`src/rtl/lsu_pkg.sv`:
```
// Shared encodings for the load/store unit: access codes, access sizes and FSM states.
package lsu_pkg;

  localparam logic [1:0] ST_W   = 2'b00;
  localparam logic [1:0] ST_H   = 2'b01;
  localparam logic [1:0] ST_B   = 2'b10;
  localparam logic [1:0] ST_INV = 2'b11;

  localparam logic [2:0] LD_B  = 3'd0;
  localparam logic [2:0] LD_H  = 3'd1;
  localparam logic [2:0] LD_W  = 3'd2;
  localparam logic [2:0] LD_BU = 3'd3;
  localparam logic [2:0] LD_HU = 3'd4;

  typedef enum logic [1:0] {
    SzByte,
    SzHalf,
    SzWord
  } acc_size_e;

  typedef enum logic [1:0] {
    StIdle,
    StBeat1,
    StBeat2,
    StDone
  } lsu_state_e;

  // Invalid codes map to SzWord; they are rejected before any bus access.
  function automatic acc_size_e access_size(input logic       is_store,
                                            input logic [1:0] st,
                                            input logic [2:0] ld);
    acc_size_e sz;
    sz = SzWord;
    if (is_store) begin
      case (st)
        ST_H:    sz = SzHalf;
        ST_B:    sz = SzByte;
        default: sz = SzWord;
      endcase
    end else begin
      case (ld)
        LD_B, LD_BU: sz = SzByte;
        LD_H, LD_HU: sz = SzHalf;
        default:     sz = SzWord;
      endcase
    end
    return sz;
  endfunction

endpackage

```
`src/rtl/lsu_mem_if_if.sv`:
```
// Pipeline-side request/response and data-memory bus signals of the load/store unit.
interface lsu_mem_if_if #(
  parameter int unsigned XLEN   = 32,
  parameter int unsigned ADDR_W = 32
);

  logic              ls_valid;
  logic              ls_is_store;
  logic [1:0]        ls_store;
  logic [2:0]        ls_load;
  logic [ADDR_W-1:0] ls_addr;
  logic [XLEN-1:0]   ls_wdata;
  logic              ls_ready;
  logic              ls_done;
  logic [XLEN-1:0]   ls_rdata;
  logic              ls_misalign;

  logic              mem_req;
  logic              mem_we;
  logic [ADDR_W-1:0] mem_addr;
  logic [3:0]        mem_be;
  logic [XLEN-1:0]   mem_wdata;
  logic              mem_ack;
  logic [XLEN-1:0]   mem_rdata;

  // LSU view.
  modport slave (
    input  ls_valid, ls_is_store, ls_store, ls_load, ls_addr, ls_wdata, mem_ack, mem_rdata,
    output ls_ready, ls_done, ls_rdata, ls_misalign,
    output mem_req, mem_we, mem_addr, mem_be, mem_wdata
  );

  // Environment view: pipeline plus memory.
  modport master (
    output ls_valid, ls_is_store, ls_store, ls_load, ls_addr, ls_wdata, mem_ack, mem_rdata,
    input  ls_ready, ls_done, ls_rdata, ls_misalign,
    input  mem_req, mem_we, mem_addr, mem_be, mem_wdata
  );

endinterface

```
`src/rtl/lsu_lane_align.sv`:
```
// Combinational lane logic: byte enables, write-lane steering, read shift and extension.
// LSU_MISALIGN_SPLIT_EN: split boundary-crossing accesses into two beats instead of rejecting.
module lsu_lane_align
  import lsu_pkg::*;
(
  input  logic        i_is_store,
  input  logic [1:0]  i_store,
  input  logic [2:0]  i_load,
  input  logic [1:0]  i_offset,
  input  logic [31:0] i_wdata,
  input  logic [31:0] i_rdata_lo,
  input  logic [31:0] i_rdata_hi,
  output logic [3:0]  o_be1,
  output logic [3:0]  o_be2,
  output logic [31:0] o_wdata1,
  output logic [31:0] o_wdata2,
  output logic [31:0] o_rdata,
  output logic        o_invalid,
  output logic        o_misalign,
  output logic        o_split
);

  acc_size_e   w_size;
  logic [3:0]  w_mask;
  logic [7:0]  w_be_wide;
  logic [63:0] w_wd_wide;
  logic [31:0] w_rd;
  logic [4:0]  w_shamt;
  logic        w_unaligned;

  always_comb begin
    w_size    = access_size(i_is_store, i_store, i_load);
    w_shamt   = {i_offset, 3'b000};
    o_invalid = i_is_store ? (i_store == ST_INV) : (i_load > LD_HU);

    unique case (w_size)
      SzByte:  w_mask = 4'b0001;
      SzHalf:  w_mask = 4'b0011;
      default: w_mask = 4'b1111;
    endcase

    // Upper halves of the wide vectors are the lanes that spill into the next word.
    w_be_wide = {4'b0000, w_mask} << i_offset;
    w_wd_wide = {32'h0, i_wdata} << w_shamt;
    w_rd      = 32'({i_rdata_hi, i_rdata_lo} >> w_shamt);

    o_be1    = w_be_wide[3:0];
    o_be2    = w_be_wide[7:4];
    o_wdata1 = w_wd_wide[31:0];
    o_wdata2 = w_wd_wide[63:32];

    w_unaligned = ((w_size == SzHalf) && i_offset[0]) ||
                  ((w_size == SzWord) && (i_offset != 2'b00));

`ifdef LSU_MISALIGN_SPLIT_EN
    o_misalign = 1'b0;
    o_split    = w_unaligned && (w_be_wide[7:4] != 4'b0000);
`else
    o_misalign = w_unaligned;
    o_split    = 1'b0;
`endif

    o_rdata = 32'h0;
    if (!i_is_store && !o_invalid) begin
      case (i_load)
        LD_B:    o_rdata = {{24{w_rd[7]}}, w_rd[7:0]};
        LD_H:    o_rdata = {{16{w_rd[15]}}, w_rd[15:0]};
        LD_BU:   o_rdata = {24'h0, w_rd[7:0]};
        LD_HU:   o_rdata = {16'h0, w_rd[15:0]};
        default: o_rdata = w_rd;
      endcase
    end
  end

endmodule

```
`src/rtl/lsu_mem_if.sv`:
```
// Load/store unit between the MEM stage and the data-memory bus; one access in flight.
// LSU_MISALIGN_SPLIT_EN: misaligned accesses crossing a word become two bus beats.
module lsu_mem_if
  import lsu_pkg::*;
#(
  parameter int unsigned XLEN   = 32,
  parameter int unsigned ADDR_W = 32
) (
  input  logic         clk,
  input  logic         rst_n,
  lsu_mem_if_if.slave  bus
);

  lsu_state_e        r_state, w_state_nxt;
  logic              r_is_store, w_is_store_nxt;
  logic [1:0]        r_store, w_store_nxt;
  logic [2:0]        r_load, w_load_nxt;
  logic [1:0]        r_offset, w_offset_nxt;
  logic [XLEN-1:0]   r_wdata, w_wdata_nxt;
  logic [31:0]       r_rdata_lo, w_rdata_lo_nxt;
  logic [XLEN-1:0]   r_rdata, w_rdata_nxt;
  logic              r_misalign, w_misalign_nxt;
  logic              r_mem_we, w_mem_we_nxt;
  logic [ADDR_W-1:0] r_mem_addr, w_mem_addr_nxt;
  logic [3:0]        r_mem_be, w_mem_be_nxt;
  logic [XLEN-1:0]   r_mem_wdata, w_mem_wdata_nxt;

  logic        w_idle;
  logic        w_al_is_store;
  logic [1:0]  w_al_store;
  logic [2:0]  w_al_load;
  logic [1:0]  w_al_offset;
  logic [31:0] w_al_wdata;
  logic [31:0] w_al_rdata_lo;
  logic [31:0] w_al_rdata_hi;
  logic [3:0]  w_be1, w_be2;
  logic [31:0] w_wdata1, w_wdata2;
  logic [31:0] w_rdata;
  logic        w_invalid, w_misalign, w_split;

  // In IDLE the aligner decodes the incoming request; afterwards the latched one.
  always_comb begin
    w_idle        = (r_state == StIdle);
    w_al_is_store = w_idle ? bus.ls_is_store   : r_is_store;
    w_al_store    = w_idle ? bus.ls_store      : r_store;
    w_al_load     = w_idle ? bus.ls_load       : r_load;
    w_al_offset   = w_idle ? bus.ls_addr[1:0]  : r_offset;
    w_al_wdata    = w_idle ? bus.ls_wdata      : r_wdata;
    w_al_rdata_lo = (r_state == StBeat2) ? r_rdata_lo    : bus.mem_rdata;
    w_al_rdata_hi = (r_state == StBeat2) ? bus.mem_rdata : 32'h0;
  end

  lsu_lane_align u_lane_align (
    .i_is_store (w_al_is_store),
    .i_store    (w_al_store),
    .i_load     (w_al_load),
    .i_offset   (w_al_offset),
    .i_wdata    (w_al_wdata),
    .i_rdata_lo (w_al_rdata_lo),
    .i_rdata_hi (w_al_rdata_hi),
    .o_be1      (w_be1),
    .o_be2      (w_be2),
    .o_wdata1   (w_wdata1),
    .o_wdata2   (w_wdata2),
    .o_rdata    (w_rdata),
    .o_invalid  (w_invalid),
    .o_misalign (w_misalign),
    .o_split    (w_split)
  );

  always_comb begin
    w_state_nxt     = r_state;
    w_is_store_nxt  = r_is_store;
    w_store_nxt     = r_store;
    w_load_nxt      = r_load;
    w_offset_nxt    = r_offset;
    w_wdata_nxt     = r_wdata;
    w_rdata_lo_nxt  = r_rdata_lo;
    w_rdata_nxt     = r_rdata;
    w_misalign_nxt  = r_misalign;
    w_mem_we_nxt    = r_mem_we;
    w_mem_addr_nxt  = r_mem_addr;
    w_mem_be_nxt    = r_mem_be;
    w_mem_wdata_nxt = r_mem_wdata;

    unique case (r_state)
      StIdle: begin
        if (bus.ls_valid) begin
          w_is_store_nxt = bus.ls_is_store;
          w_store_nxt    = bus.ls_store;
          w_load_nxt     = bus.ls_load;
          w_offset_nxt   = bus.ls_addr[1:0];
          w_wdata_nxt    = bus.ls_wdata;
          w_rdata_nxt    = '0;
          w_misalign_nxt = 1'b0;
          if (w_invalid) begin
            w_state_nxt = StDone;
          end else if (w_misalign) begin
            w_state_nxt    = StDone;
            w_misalign_nxt = 1'b1;
          end else begin
            w_state_nxt     = StBeat1;
            w_mem_we_nxt    = bus.ls_is_store;
            w_mem_addr_nxt  = {bus.ls_addr[ADDR_W-1:2], 2'b00};
            w_mem_be_nxt    = w_be1;
            w_mem_wdata_nxt = w_wdata1;
          end
        end
      end
      StBeat1: begin
        if (bus.mem_ack) begin
          if (w_split) begin
            w_state_nxt     = StBeat2;
            w_rdata_lo_nxt  = bus.mem_rdata;
            w_mem_addr_nxt  = r_mem_addr + ADDR_W'(4);
            w_mem_be_nxt    = w_be2;
            w_mem_wdata_nxt = w_wdata2;
          end else begin
            w_state_nxt = StDone;
            w_rdata_nxt = w_rdata;
          end
        end
      end
      StBeat2: begin
        if (bus.mem_ack) begin
          w_state_nxt = StDone;
          w_rdata_nxt = w_rdata;
        end
      end
      StDone: begin
        w_state_nxt = StIdle;
      end
      default: begin
        w_state_nxt = StIdle;
      end
    endcase
  end

  always_ff @(posedge clk or negedge rst_n) begin
    if (!rst_n) begin
      r_state     <= StIdle;
      r_is_store  <= 1'b0;
      r_store     <= 2'b00;
      r_load      <= 3'b000;
      r_offset    <= 2'b00;
      r_wdata     <= '0;
      r_rdata_lo  <= '0;
      r_rdata     <= '0;
      r_misalign  <= 1'b0;
      r_mem_we    <= 1'b0;
      r_mem_addr  <= '0;
      r_mem_be    <= 4'b0000;
      r_mem_wdata <= '0;
    end else begin
      r_state     <= w_state_nxt;
      r_is_store  <= w_is_store_nxt;
      r_store     <= w_store_nxt;
      r_load      <= w_load_nxt;
      r_offset    <= w_offset_nxt;
      r_wdata     <= w_wdata_nxt;
      r_rdata_lo  <= w_rdata_lo_nxt;
      r_rdata     <= w_rdata_nxt;
      r_misalign  <= w_misalign_nxt;
      r_mem_we    <= w_mem_we_nxt;
      r_mem_addr  <= w_mem_addr_nxt;
      r_mem_be    <= w_mem_be_nxt;
      r_mem_wdata <= w_mem_wdata_nxt;
    end
  end

  // Handshake outputs decode the state register so reset drops them immediately.
  assign bus.ls_ready    = (r_state == StIdle);
  assign bus.ls_done     = (r_state == StDone);
  assign bus.ls_misalign = (r_state == StDone) && r_misalign;
  assign bus.ls_rdata    = r_rdata;
  assign bus.mem_req     = (r_state == StBeat1) || (r_state == StBeat2);
  assign bus.mem_we      = r_mem_we;
  assign bus.mem_addr    = r_mem_addr;
  assign bus.mem_be      = r_mem_be;
  assign bus.mem_wdata   = r_mem_wdata;

endmodule

```
`src/flat_wrapper.sv`:
```
// flat-port wrapper written by rule: the top's interface ports become plain ports
module lsu_mem_if_flat import lsu_pkg::*;
#(
  parameter int unsigned XLEN   = 32,
  parameter int unsigned ADDR_W = 32
)
  (clk, rst_n, bus_ls_valid, bus_ls_is_store, bus_ls_store, bus_ls_load, bus_ls_addr, bus_ls_wdata, bus_mem_ack, bus_mem_rdata, bus_ls_ready, bus_ls_done, bus_ls_rdata, bus_ls_misalign, bus_mem_req, bus_mem_we, bus_mem_addr, bus_mem_be, bus_mem_wdata);
  lsu_mem_if_if #(.XLEN(XLEN), .ADDR_W(ADDR_W)) bus_i ();
  input  logic clk;
  input  logic rst_n;
  input wire logic [$bits(bus_i.ls_valid)-1:0] bus_ls_valid;
  input wire logic [$bits(bus_i.ls_is_store)-1:0] bus_ls_is_store;
  input wire logic [$bits(bus_i.ls_store)-1:0] bus_ls_store;
  input wire logic [$bits(bus_i.ls_load)-1:0] bus_ls_load;
  input wire logic [$bits(bus_i.ls_addr)-1:0] bus_ls_addr;
  input wire logic [$bits(bus_i.ls_wdata)-1:0] bus_ls_wdata;
  input wire logic [$bits(bus_i.mem_ack)-1:0] bus_mem_ack;
  input wire logic [$bits(bus_i.mem_rdata)-1:0] bus_mem_rdata;
  output wire logic [$bits(bus_i.ls_ready)-1:0] bus_ls_ready;
  output wire logic [$bits(bus_i.ls_done)-1:0] bus_ls_done;
  output wire logic [$bits(bus_i.ls_rdata)-1:0] bus_ls_rdata;
  output wire logic [$bits(bus_i.ls_misalign)-1:0] bus_ls_misalign;
  output wire logic [$bits(bus_i.mem_req)-1:0] bus_mem_req;
  output wire logic [$bits(bus_i.mem_we)-1:0] bus_mem_we;
  output wire logic [$bits(bus_i.mem_addr)-1:0] bus_mem_addr;
  output wire logic [$bits(bus_i.mem_be)-1:0] bus_mem_be;
  output wire logic [$bits(bus_i.mem_wdata)-1:0] bus_mem_wdata;
  assign bus_i.ls_valid = bus_ls_valid;
  assign bus_i.ls_is_store = bus_ls_is_store;
  assign bus_i.ls_store = bus_ls_store;
  assign bus_i.ls_load = bus_ls_load;
  assign bus_i.ls_addr = bus_ls_addr;
  assign bus_i.ls_wdata = bus_ls_wdata;
  assign bus_i.mem_ack = bus_mem_ack;
  assign bus_i.mem_rdata = bus_mem_rdata;
  assign bus_ls_ready = bus_i.ls_ready;
  assign bus_ls_done = bus_i.ls_done;
  assign bus_ls_rdata = bus_i.ls_rdata;
  assign bus_ls_misalign = bus_i.ls_misalign;
  assign bus_mem_req = bus_i.mem_req;
  assign bus_mem_we = bus_i.mem_we;
  assign bus_mem_addr = bus_i.mem_addr;
  assign bus_mem_be = bus_i.mem_be;
  assign bus_mem_wdata = bus_i.mem_wdata;
  lsu_mem_if #(.XLEN(XLEN), .ADDR_W(ADDR_W)) u_core (.clk(clk), .rst_n(rst_n), .bus(bus_i));
endmodule
```
`config.mk`:
```
export PLATFORM = sky130hd
export DESIGN_NAME = lsu_mem_if_flat
export DESIGN_NICKNAME = d
export VERILOG_FILES = /design/src/rtl/lsu_pkg.sv /design/src/rtl/lsu_mem_if_if.sv /design/src/rtl/lsu_lane_align.sv /design/src/rtl/lsu_mem_if.sv /design/src/flat_wrapper.sv
export SDC_FILE = /design/constraint.sdc
export NUM_CORES = 1
export LEC_CHECK = 0
export ABC_CLOCK_PERIOD_IN_PS = 8400
export CORE_ASPECT_RATIO = 0.75
export CORE_UTILIZATION = 58
export CTS_CLUSTER_SIZE = 28
export DETAILED_ROUTE_END_ITERATION = 16
export GPL_TIMING_DRIVEN = 0
export MAX_ROUTING_LAYER = met4
export PLACE_DENSITY = 0.87
export REMOVE_ABC_BUFFERS = 1
export SYNTH_ARGS = -nofsm -noshare
export SYNTH_HDL_FRONTEND = slang
export SYNTH_HIERARCHICAL = 1
export SYNTH_SLANG_ARGS = --single-unit
```
`constraint.sdc`:
```
create_clock -name clk -period 8.4 [get_ports clk]
set_input_delay 0.84 -clock clk [delete_from_list [all_inputs] [get_ports clk]]
set_output_delay 0.84 -clock clk [all_outputs]
set_load 0.1 [all_outputs]
```
==> out/qor.csv, run 1 <==
stage;metric;value;unit
sta;Max Clk Rate;204;MHz
critical_path;critical path capture point type;register;
die;io pins;211;
critical_path;Worst path top cell family by delay;compound AO/OA/AOI/OAI gates;
grt;initial antenna violation count;1;
sta;skew final;0.0138;ns
routing;Via density;6.17;
grt;gr ovfl total;0;
critical_path;Critical Path RT;8.73;ns
grt;vias in the first global route;9200;
outcome;status;complete, but fails checks;
critical_path;worst-path fanout max;40;
sta;Worst slew margin;-0.267;
die;initial core utilization;0.600;
sta;fin crit period;4.89;ns
final_layout;number of non-filler instances in the completed layout;1526;
die;Die Width;163;um
routing;Post-Route WL;29300;um
critical_path;CP max stage delay;1.00;ns
sta;Sum Neg Setup Slack;0;ns
clock_tree;Post-CTS Setup Bufs;0;
grt;first-pass GRT wire length;47500;um
placement;Placed Cells;1493;
die;Die Height;122;um
clock_tree;Worst-Skew Late Latency;0.44;ns
die;row cnt;43;
min_path;HP Class;in -> async;
routing;routed via count;9419;
critical_path;slowest cell on the critical path;a22oi_2;
synth;synthesized area per cell;10.0;um^2
final_layout;FF+latch area;0.00435;mm^2
routing;# DRC;0;
sta;Final period util;0.582;
sta;RSZ-0062 raised after global routing;no;
clock_tree;root buf cell;clkbuf_16;
critical_path;CP dominant cell by count;o22ai_1;
final_layout;fillcell total;1273;
critical_path;R2R Setup Slk;3.51;ns
clock_tree;H-Tree Level Count;4;
clock_tree;Worst-path clk slew;0.07;ns
placement;placed wire-length estimate;19400;um
routing;Post-DRT Antenna Nets;0;
clock_tree;CTS tree;yes;
final_layout;Multi-input gate area;0.00629;mm^2
grt;Global Route Usage Sum;0.313;
critical_path;WS Path Type;reg -> reg;
outcome;failing checks;max-slew violations;
final_layout;area growth from synthesis to layout;24.7;%
clock_tree;CTS Buffer Depth;2;
die;Core Area;0.0187;mm^2
clock_tree;Post-CTS Resized;0;
routing;Pre-antenna DRT Iters;6;
critical_path;Worst Path Buf+Inv;3;
critical_path;Worst Path Arrival;5.22;ns
routing;WL per Instance;19.2;um
die;full die area;0.0199;mm^2
clock_tree;CTS Hold Buffers Added;0;
placement;GPL Wtd Cong;0.889;
run;max-cap viol count;0;
sta;Worst-Margin Slew;1.90;ns
critical_path;worst path cell trace;inv_1 -> ha_2 -> buf_12 -> mux2_4 -> buf_16 -> o21ai_0 -> o22ai_1 -> or3b_1 -> a22oi_2 -> o22ai_1 -> a311oi_1;
final_layout;Nets;1378;
clock_tree;clk sinks;174;
sta;Max Slew Vio Count;40;
routing;DRT iter0 DRCs;1004;
synth;Netlist Area Pre-Place;0.0112;mm^2
final_layout;layout cells sized above 1;0.189;
critical_path;Worst setup SP type;register;
synth;yosys warns;6;
synth;Syn Inst Count;1122;
sta;final setup violation count;0;
clock_tree;CTS Buf Count;17;
grt;largest net degree at the start of global routing;104;
sta;Hold Fails Final Rpt;0;
placement;I/O Buffers;208;
routing by layer:
metal | part of all wire | global-route usage | vias to the layer above | wire [um]
met3 | 0.093 | 0.0622 | 62 | 2710
met1 | 0.41 | 0.414 | 4556 | 12100
li1 | - | - | 4285 | -
met4 | 0.020 | 0.0981 | 0 | 578
met5 | 0 | - | - | 0
met2 | 0.47 | 0.487 | 516 | 13900
cell type report:
class | count | area share
clock buffers | 18 | 0.0307
multi-input cells | 812 | 0.449
inverters | 43 | 0.0115
well taps | 247 | 0.0221
repair buffers | 217 | 0.162
clock inverters | 14 | 0.0130
flip-flops and latches | 174 | 0.311
diodes | 1 | 0.000179
flip-flops by register name, indices dropped and copies added, names as in the netlist:
name and cells:
u_core/r_state 2, u_core/r_rdata_lo 32, u_core/r_misalign 1, u_core/bus.mem_addr 30, u_core/r_wdata 32, u_core/bus.ls_rdata 32, u_core/bus.mem_be 4, u_core/bus.mem_wdata 32
u_core/r_is_store 1, u_core/bus.mem_we 1, u_core/r_offset 2, u_core/r_load 3, u_core/r_store 2
placed cells by master (no fill, tap or decap), types with 6 or more instances in the layout:
master / count
nor2_2: 9
nand3_1: 17
o22ai_1: 17
dfrtp_1: 174
conb_1: 12
a22oi_1: 13
and2_1: 33
a21oi_1: 18
mux2_2: 146
nor4_1: 13
clkbuf_16: 17
clkdlybuf4s50_1: 207
nand2_1: 128
mux4_2: 27
nand4_1: 21
and3_1: 15
o21ai_0: 71
mux2i_1: 105
nor2_1: 60
inv_1: 43
nor3_1: 19
nor2b_1: 9
and4_1: 6
final timing paths:
kind                                                       start                              endpoint  depth (start not counted)
worst max-delay path               u_core/r_state[1]$_DFFE_PN0P_   u_core/bus.mem_addr[15]$_DFFE_PN0P_                         11
worst max register to register     u_core/r_state[1]$_DFFE_PN0P_   u_core/bus.mem_addr[15]$_DFFE_PN0P_                         11
min in group clk                u_core/bus.mem_be[0]$_DFFE_PN0P_      u_core/bus.mem_be[0]$_DFFE_PN0P_                          2
max in group asynchronous                                  rst_n  u_core/bus.mem_wdata[16]$_DFFE_PN0P_                          2
worst min-delay path                                       rst_n         u_core/bus.mem_we$_DFFE_PN0P_                          1
worst min register to register  u_core/bus.mem_be[0]$_DFFE_PN0P_      u_core/bus.mem_be[0]$_DFFE_PN0P_                          2
per-stage QoR:
stage          hold slack, ns  instance area [um^2]  worst slack (ns)  utilization
2_1_floorplan           0.442                 10800              1.53            -
3_3_place_gp            0.457                 13200            -0.861        0.702
3_5_place_dp            0.464                 13400              3.23        0.715
4_1_cts                 0.379                 14000              3.18        0.747
5_1_grt                 0.389                 14000              3.19        0.748
6_report                0.346                 14000              3.51        0.748
Power of run 1 is left out: the tool's default activity adds up to more than one toggle a clock period on the data nets, which glitch-free logic cannot reach.
==> inputs of run 2 (changes only) <==
--- a/config.mk
+++ b/config.mk
@@ -5,14 +5,14 @@
 export SDC_FILE = /design/constraint.sdc
 export NUM_CORES = 1
 export LEC_CHECK = 0
-export ABC_CLOCK_PERIOD_IN_PS = 8400
+export ABC_CLOCK_PERIOD_IN_PS = 4100
 export CORE_ASPECT_RATIO = 0.75
-export CORE_UTILIZATION = 58
+export CORE_UTILIZATION = 49
 export CTS_CLUSTER_SIZE = 28
 export DETAILED_ROUTE_END_ITERATION = 16
 export GPL_TIMING_DRIVEN = 0
 export MAX_ROUTING_LAYER = met4
-export PLACE_DENSITY = 0.87
+export PLACE_DENSITY = 0.79
 export REMOVE_ABC_BUFFERS = 1
 export SYNTH_ARGS = -nofsm -noshare
 export SYNTH_HDL_FRONTEND = slang
==> constraint.sdc (replaced) <==
create_clock -name clk -period 4.1 [get_ports clk]
set_input_delay 0.41 -clock clk [delete_from_list [all_inputs] [get_ports clk]]
set_output_delay 0.41 -clock clk [all_outputs]
set_load 0.1 [all_outputs]
==> out/qor.csv, run 2 (synthesized netlist as in run 1, its figures left out) <==
stage;metric;value;unit;change
placement;placed wire-length estimate;19400;um;about the same
sta;skew final;0.0153;ns;+0.00144 ns
routing;Via density;6.04;;-2.1%
routing;routed via count;9597;;+1.9%
grt;vias in the first global route;9247;;+0.51%
outcome;status;complete, but fails checks;;
final_layout;Nets;1393;;+1.1%
critical_path;worst-path fanout max;46;;+15%
critical_path;Worst setup SP type;register;;
routing;Pre-antenna DRT Iters;5;;-1
critical_path;WS Path Type;reg -> reg;;
clock_tree;CTS Buf Count;17;;unchanged
sta;Worst slew margin;-0.477;;-0.210
critical_path;critical path capture point type;register;;
final_layout;most frequent cells in the layout;clkdlybuf4s50_1 (207), dfrtp_1 (174), mux2_2 (146);;
sta;Final period util;0.961;;+0.379
clock_tree;Worst-path clk slew;0.07;ns;about the same
grt;Global Route Usage Sum;0.275;;-0.0381
critical_path;Critical Path RT;4.42;ns;-4.31 ns
final_layout;area growth from synthesis to layout;27.2;%;
sta;Hold Fails Final Rpt;0;;unchanged
sta;worst setup margin;0.160;ns;-3.35 ns
grt;initial antenna violation count;2;;+1
routing;Post-DRT Antenna Nets;0;;unchanged
placement;GPL Wtd Cong;0.896;;+0.79%
clock_tree;clk sinks;174;;unchanged
routing;# DRC;0;;unchanged
sta;final setup violation count;0;;unchanged
clock_tree;root buf cell;clkbuf_16;;
clock_tree;CTS Buffer Depth;2;;unchanged
clock_tree;H-Tree Level Count;4;;unchanged
clock_tree;CTS tree;yes;;
run;max-cap viol count;0;;unchanged
grt;first-pass GRT wire length;49200;um;+3.5%
clock_tree;Worst-Skew Late Latency;0.43;ns;about the same
min_path;HP Class;reg -> reg;;
final_layout;layout cells sized above 1;0.201;;+0.0127
die;io pins;211;;unchanged
die;row cnt;47;;+9.3%
routing;DRT iter0 DRCs;816;;-19%
die;full die area;0.0235;mm^2;+18%
sta;fin crit period;3.94;ns;-0.952 ns
die;initial core utilization;0.504;;-0.0959
outcome;failing checks;max-slew violations;;
sta;Worst-Margin Slew;2.21;ns;+0.314 ns
grt;largest net degree at the start of global routing;104;;unchanged
sta;Max Clk Rate;254;MHz;+24%
die;Core Area;0.0223;mm^2;+19%
placement;I/O Buffers;208;;unchanged
routing;WL per Instance;19.9;um;+3.8%
routing;Post-Route WL;31600;um;+8.0%
grt;gr ovfl total;0;;unchanged
die;Die Height;133;um;+8.7%
placement;pre-CTS WS;-1.02;ns;-4.25 ns
die;Die Width;177;um;+8.7%
sta;Max Slew Vio Count;43;;+7.5%
critical_path;Worst Path Arrival;4.26;ns;-0.96 ns
final_layout;commonest non-fill, non-tap cell in the layout;clkdlybuf4s50_1;;
-- run 2: path summary, 6_finish.rpt --
| kind | startpoint | cells after the start | slack, ns | end |
|---|---|---|---|---|
| min reg2reg | u_core/bus.mem_wdata[8]$_DFFE_PN0P_ | 2 | 0.48 | u_core/bus.mem_wdata[8]$_DFFE_PN0P_ |
| max in group asynchronous | rst_n | 3 | 2.64 | u_core/bus.mem_wdata[7]$_DFFE_PN0P_ |
| max reg2reg | u_core/r_state[0]$_DFFE_PN0P_ | 11 | 0.16 | u_core/bus.mem_addr[14]$_DFFE_PN0P_ |
| max | u_core/r_state[0]$_DFFE_PN0P_ | 11 | 0.16 | u_core/bus.mem_addr[14]$_DFFE_PN0P_ |
| min | u_core/bus.mem_wdata[8]$_DFFE_PN0P_ | 2 | 0.48 | u_core/bus.mem_wdata[8]$_DFFE_PN0P_ |
| min in group asynchronous | rst_n | 2 | 0.54 | u_core/bus.mem_we$_DFFE_PN0P_ |
-- run 2: critical path: stages, from the launching register on --
cell and delay, ns:
dfrtp_1 0.45, inv_1 0.17, ha_4 0.28, buf_16 0.24
mux2_8 0.50, buf_16 0.24, o21ai_1 0.18, o22ai_1 0.21
or3b_4 0.54, a22o_4 0.40, a22o_1 0.27, a311o_1 0.26
-- run 2: what timing repair did --
action | 4_1_cts | 5_1_grt
endpoints found under the hold margin | 71 | 0
pin swaps | 3 | 2
hold buffers | 1 | 0
setup endpoints to repair | 79 | 74
resized for setup | 7 | 8
gates cloned | 4 | 1
buffers inserted | 2 | 7
-- run 2: final cells by class --
cell class	count	area, um^2
fill	1750	8000
multi-input combinational	816	6400
sequential	174	4350
timing repair buffer	227	2370
clock buffer	18	439
tap	294	368
clock inverter	13	180
inverter	43	165
timing repair inverter	1	5.00
antenna	2	5.00
-- run 2: layer usage --
layer / vias up / share of wire / track usage
li1: 4326 / - / -
met1: 4748 / 0.44 / 0.366
met2: 469 / 0.46 / 0.427
met3: 54 / 0.081 / 0.0582
met4: 0 / 0.018 / 0.0690
met5: - / 0 / -
-- run 2: metrics by stage --
| step | TNS (ns) | hold slack, ns | std cells | area, um^2 | utilization |
|---|---|---|---|---|---|
| floorplan | -234.75 | 0.114 | 1029 | 10800 | - |
| global placement | -1218.59 | 0.463 | 1531 | 13200 | 0.593 |
| detailed placement | -60.42 | 0.416 | 1540 | 13400 | 0.603 |
| CTS | 0 | 0.487 | 1578 | 14200 | 0.636 |
| global route | -0.00486 | 0.508 | 1588 | 14300 | 0.641 |
| finish | 0 | 0.479 | 1588 | 14300 | 0.641 |
Power of run 2 is left out for the same reason.
